### src/rtl/fact_accel_if.sv
// rtl/fact_accel_if.sv - register bus between the SoC data path and the factorial accelerator
interface fact_accel_if #(
  parameter int WIDTH = 32
);
  logic [2:0]       a;
  logic             we;
  logic [WIDTH-1:0] wd;
  logic [WIDTH-1:0] rd;
  logic             irq;

  modport master (
    output a,
    output we,
    output wd,
    input  rd,
    input  irq
  );

  modport slave (
    input  a,
    input  we,
    input  wd,
    output rd,
    output irq
  );
endinterface

### src/rtl/fact_accel.sv
// rtl/fact_accel.sv - memory-mapped iterative factorial accelerator
module fact_accel #(
  parameter int WIDTH = 32,
  parameter int N_W   = 5,
  parameter int MAX_N = 20
) (
  input  logic         clk,
  input  logic         rst,
  fact_accel_if.slave  bus
);

  typedef enum logic {
    IDLE,
    CALC
  } state_t;

  localparam logic [2:0] ADDR_N      = 3'd0;
  localparam logic [2:0] ADDR_CTRL   = 3'd1;
  localparam logic [2:0] ADDR_STATUS = 3'd2;
  localparam logic [2:0] ADDR_RESULT = 3'd3;
  localparam logic [2:0] ADDR_CYCLES = 3'd4;

  state_t state, state_next;

  logic [N_W-1:0]     n_reg;
  logic               ie;
  logic               done;
  logic               err;
  logic [WIDTH-1:0]   result;
  logic [WIDTH-1:0]   cycles;
  logic [WIDTH-1:0]   acc;
  logic [N_W-1:0]     cnt;

  logic               busy;
  logic               go;
  logic               w1c;
  logic               start;
  logic               start_err;
  logic               finish;
  logic               ovf_err;
  logic               step;
  logic [2*WIDTH-1:0] prod;
  logic               ovf;
  logic               unused_wd_hi;

  assign busy = (state == CALC);
  assign go   = bus.we && (bus.a == ADDR_CTRL) && bus.wd[0];
  assign w1c  = bus.we && (bus.a == ADDR_STATUS) && bus.wd[0];

  // Full-width product so any spill into the upper half flags overflow.
  assign prod = {{WIDTH{1'b0}}, acc} * {{(2*WIDTH-N_W){1'b0}}, cnt};
  assign ovf  = |prod[2*WIDTH-1:WIDTH];

  // Data bits above the N field are never stored by any register.
  assign unused_wd_hi = ^bus.wd[WIDTH-1:N_W];

  // State register.
  always_ff @(posedge clk or negedge rst) begin
    if (!rst) begin
      state <= IDLE;
    end else begin
      state <= state_next;
    end
  end

  // Next-state logic and one-cycle datapath strobes.
  always_comb begin
    state_next = state;
    start      = 1'b0;
    start_err  = 1'b0;
    finish     = 1'b0;
    ovf_err    = 1'b0;
    step       = 1'b0;
    case (state)
      IDLE: begin
        if (go) begin
          if (32'(n_reg) > MAX_N) begin
            start_err = 1'b1;
          end else begin
            start      = 1'b1;
            state_next = CALC;
          end
        end
      end
      CALC: begin
        if (cnt <= N_W'(1)) begin
          finish     = 1'b1;
          state_next = IDLE;
        end else if (ovf) begin
          ovf_err    = 1'b1;
          state_next = IDLE;
        end else begin
          step = 1'b1;
        end
      end
      default: state_next = IDLE;
    endcase
  end

  // Register file and datapath; later assignments override earlier ones so set beats W1C.
  always_ff @(posedge clk or negedge rst) begin
    if (!rst) begin
      n_reg  <= '0;
      ie     <= 1'b0;
      done   <= 1'b0;
      err    <= 1'b0;
      result <= '0;
      cycles <= '0;
      acc    <= WIDTH'(1);
      cnt    <= '0;
    end else begin
      if (bus.we && (bus.a == ADDR_N)) begin
        n_reg <= bus.wd[N_W-1:0];
      end
      if (bus.we && (bus.a == ADDR_CTRL)) begin
        ie <= bus.wd[1];
      end
      if (w1c) begin
        done <= 1'b0;
        err  <= 1'b0;
      end
      if (start || start_err) begin
        done   <= 1'b0;
        err    <= 1'b0;
        cycles <= '0;
      end
      if (start_err) begin
        err    <= 1'b1;
        done   <= 1'b1;
        result <= '0;
      end
      if (start) begin
        cnt <= n_reg;
        acc <= WIDTH'(1);
      end
      if (finish) begin
        result <= acc;
        done   <= 1'b1;
      end
      if (ovf_err) begin
        err    <= 1'b1;
        done   <= 1'b1;
        result <= '0;
      end
      if (step) begin
        acc    <= prod[WIDTH-1:0];
        cnt    <= cnt - N_W'(1);
        cycles <= cycles + WIDTH'(1);
      end
    end
  end

  // Read mux; unmapped addresses and unused bits read as zero.
  always_comb begin
    bus.rd = '0;
    case (bus.a)
      ADDR_N:      bus.rd = {{(WIDTH-N_W){1'b0}}, n_reg};
      ADDR_CTRL:   bus.rd = {{(WIDTH-2){1'b0}}, ie, 1'b0};
      ADDR_STATUS: bus.rd = {{(WIDTH-3){1'b0}}, busy, err, done};
      ADDR_RESULT: bus.rd = result;
      ADDR_CYCLES: bus.rd = cycles;
      default:     bus.rd = '0;
    endcase
  end

  assign bus.irq = done & ie;

endmodule
### src/flat_wrapper.sv
// flat-port wrapper written by rule: the top's interface ports become plain ports
module fact_accel_flat 
#(
  parameter int WIDTH = 32,
  parameter int N_W   = 5,
  parameter int MAX_N = 20
)
  (clk, rst, bus_a, bus_we, bus_wd, bus_rd, bus_irq);
  fact_accel_if #(.WIDTH(WIDTH)) bus_i ();
  input  logic clk;
  input  logic rst;
  input wire logic [$bits(bus_i.a)-1:0] bus_a;
  input wire logic [$bits(bus_i.we)-1:0] bus_we;
  input wire logic [$bits(bus_i.wd)-1:0] bus_wd;
  output wire logic [$bits(bus_i.rd)-1:0] bus_rd;
  output wire logic [$bits(bus_i.irq)-1:0] bus_irq;
  assign bus_i.a = bus_a;
  assign bus_i.we = bus_we;
  assign bus_i.wd = bus_wd;
  assign bus_rd = bus_i.rd;
  assign bus_irq = bus_i.irq;
  fact_accel #(.WIDTH(WIDTH), .N_W(N_W), .MAX_N(MAX_N)) u_core (.clk(clk), .rst(rst), .bus(bus_i));
endmodule
### config.mk
export PLATFORM = sky130hd
export DESIGN_NAME = fact_accel_flat
export DESIGN_NICKNAME = d
export VERILOG_FILES = /design/src/rtl/fact_accel_if.sv /design/src/rtl/fact_accel.sv /design/src/flat_wrapper.sv
export SDC_FILE = /design/constraint.sdc
export NUM_CORES = 1
export LEC_CHECK = 0
export CORE_MARGIN = 4
export CORE_UTILIZATION = 56
export DETAILED_ROUTE_END_ITERATION = 10
export PLACE_DENSITY = 0.89
export SKIP_CTS_REPAIR_TIMING = 1
export SYNTH_ARGS = -nofsm -noshare
export SYNTH_HDL_FRONTEND = slang
export SYNTH_SLANG_ARGS = --single-unit
### constraint.sdc
create_clock -name clk -period 5.6 [get_ports clk]
set_input_delay 0.84 -clock clk [delete_from_list [all_inputs] [get_ports clk]]
set_output_delay 0.84 -clock clk [all_outputs]
set_load 0.02 [all_outputs]
==> results.json <==
{
  "outcome": "completed",
  "combinationalPowerShare_pct": 70.9,
  "timing_worst_setup_path_type": "reg2reg",
  "layout_commonest_cell": "nand2_1",
  "pwr-share-clk_pct": 10.0,
  "layout-drive-gt1-share_pct": 10.84,
  "syn2layout_area_growth_pct": 13.51,
  "power.ir.vdd_worst_v": 0.0002594,
  "post_synth_top_flop": "dfrtp_1",
  "chipHeight_um": 147.9,
  "max-cap-violations": 0,
  "power.internal_uw": 3405,
  "fmax_mhz": 182.2,
  "final_count_of_hold_timing_violations": 0,
  "core-area_um2": 18960,
  "floorplan.initialDensity_pct": 57.85,
  "numCtsBuffers": 9,
  "period_share_pct": 98.01,
  "report.final.setup_viol": 0,
  "antenna_cells_inserted": 0,
  "worst-slew-pin-transition_ns": 1.039,
  "drt-pass1-iter-count": 7,
  "io_buffer_count": 43,
  "drt_drc_violations_left": 0,
  "vias_per_cell": 6.226,
  "grt_util_all_layers_pct": 27.55,
  "clock_latency_ns": 0.38,
  "clk_transition_reported_paths_ns": 0.08,
  "cts.sink_count": 110,
  "final_cell_mix": "nand2_1, inv_1, and2_1",
  "post_synth_edffs": 0,
  "end_kind": "flip-flop",
  "initialDrtViolationCount": 834,
  "hp-class": "reg2reg",
  "yosysUniqueCellTypes": 76,
  "instances_no_fill": 1542,
  "synth_top_cells_by_area": "dfrtp_1, fa_1, and2_1",
  "layout.core_utilization_pct": 65.66,
  "maxSlewHeadroom_pct": 30.75,
  "p_seq_share_pct": 19.2,
  "std_cell_rows": 50,
  "tritoncts": "done",
  "netlist.area_leader.share_pct": 24.87,
  "syn-num-nets": 1406,
  "swShare_pct": 50.84,
  "dr_total_vias": 9600,
  "ctsHtreeMaxLevel": 3,
  "boundaryPins": 71,
  "detail-route-antenna-nets": 0,
  "yosys_warnings": 0,
  "timing.setup.tns_ns": 0,
  "timing.final.crit_period_ns": 5.489,
  "leakage_uw": 0.005872,
  "synth_seq_cells": 110,
  "clock_root_cell": "clkbuf_16",
  "critical_path_arrival_ns": 5.80,
  "timing_max_transition_violations_final": 0,
  "ys_seq_area_share_pct": 25.11,
  "post_drt_wl_per_cell_um": 19.04,
  "globalRoute.totalOverflow": 0,
  "share_of_synthesized_flip_flops_with_an_asynchronous_set_or_reset_pct": 100.0,
  "post-dp-hpwl_um": 21140,
  "yosys.area.top_type": "dfrtp_1",
  "crit_start_category": "flip-flop",
  "clockBufferDepth": 2,
  "reg.largest.list": "u_core.acc (32), u_core.cycles (32), u_core.result (32)",
  "syn_inst": 1230,
  "gpl.final_weighted_congestion": 0.9311,
  "die_area_um2": 21880,
  "antenna_violations_before_repair": 0,
  "wirelength_um": 29360,
  "cp.required_ns": 5.91,
  "die_w_um": 147.9,
  "first_global_vias": 9598,
  "pin_count_of_the_biggest_net_entering_global_routing": 63,
  "grt_pass1_wl_um": 48980,
  "synth_area_per_cell_um2": 8.915,
  "syn_area_um2": 10970,
  "skew_ns": 0.008331,
  "power.density_cell_area_nw_per_um2": 556.4,
  "crit_fanout": 35,
  "num-nets-final": 1453,
  "dp_cells": 1521,
  "power_dissipated_by_switching_net_loads_uw": 3521
}
==> power groups by stage <==
stage | Sequential, uW | Combinational, uW | Clock [uW]
after global placement | 1300 | 4430 | 0
after global routing | 1350 | 5440 | 733
after floorplan | 1190 | 3270 | 0
final | 1330 | 4910 | 690
after CTS | 1300 | 4660 | 689
after detailed placement | 1320 | 4590 | 0
==> synthesized netlist by cell type (all sizes together) (11+ instances only) <==
master / count
a21o: 13
a21oi: 40
a221o: 18
a22o: 28
a32o: 33
and2: 130
and3: 13
buf: 28
clkbuf: 47
dfrtp: 109
fa: 90
ha: 48
inv: 141
mux2i: 36
nand2: 150
nand3: 27
nand4: 14
nor2: 45
nor3: 22
o211ai: 11
o21ai: 42
xnor2: 28
==> per-layer routing <==
layer,GRT usage [%],vias up,part of all wire [%]
met2,45.13,524,48
met1,36.23,4685,39
li1,-,4292,-
met4,10.02,0,3.5
met5,0,-,0
met3,6.070,99,9.7
==> stage by stage <==
step,area [um2],total power [uW],hold WS (ns),setup WS [ns]
finish,12450,6926,0.5241,0.1113
global route,12450,7525,0.5458,-0.03481
CTS,12210,6653,0.5260,-0.08886
detailed placement,11900,5906,0.5087,-0.06579
global placement,11900,5728,0.4797,0.05282
floorplan,10970,4453,0.4587,0.09034
==> path summary, 6_finish.rpt <==
path	start	end	slack, ns	cells past startpoint
hold / removal	u_core.err	u_core.err	0.52	2
setup reg to reg	u_core.cnt[4]	u_core.result[11]	0.11	20
max in group asynchronous	rst	u_core.acc[29]	3.85	2
min in group asynchronous	rst	u_core.cycles[3]	0.57	1
hold reg to reg	u_core.err	u_core.err	0.52	2
setup / recovery	u_core.cnt[4]	u_core.result[11]	0.11	20
==> logic make-up (layout without fill, tap and decap cells) <==
logic type | after synthesis | count (layout) | share of synthesized area [%]
buffers and inverters | 216 | 268 | 8.227
flip-flops | 110 | 110 | 25.11
XOR/XNOR | 36 | 36 | 2.875
AO/OA/AOI/OAI | 242 | 242 | 16.90
AND/OR/NAND/NOR | 446 | 446 | 20.97
adder cells (fa/ha/maj) | 138 | 138 | 21.91
multiplexers | 42 | 42 | 4.005
==> critical path: stages, from the launching register on <==
cell and delay (ns):
dfrtp_1 0.40, buf_12 0.17, and2_1 0.17, fa_1 0.53, fa_1 0.57, inv_1 0.06, fa_1 0.54, inv_1 0.05
ha_1 0.31, and4_4 0.24, and3_4 0.19, nand4b_1 0.18, a2111oi_4 0.35, nor3_2 0.07, xnor2_1 0.14, or4_4 0.56
buf_12 0.18, o31ai_4 0.20, buf_6 0.16, clkbuf_16 0.16, a32o_1 0.16
==> layout make-up <==
class,count,area (um2)
Tap cell,260,325.3
Sequential cell,110,2754
Fill cell,1408,6509
Multi-Input combinational cell,904,7473
Inverter,141,529.3
Timing Repair Buffer,111,1059
Clock inverter,7,81.33
Clock buffer,9,225.2
Power figures use the tool's default switching activity.
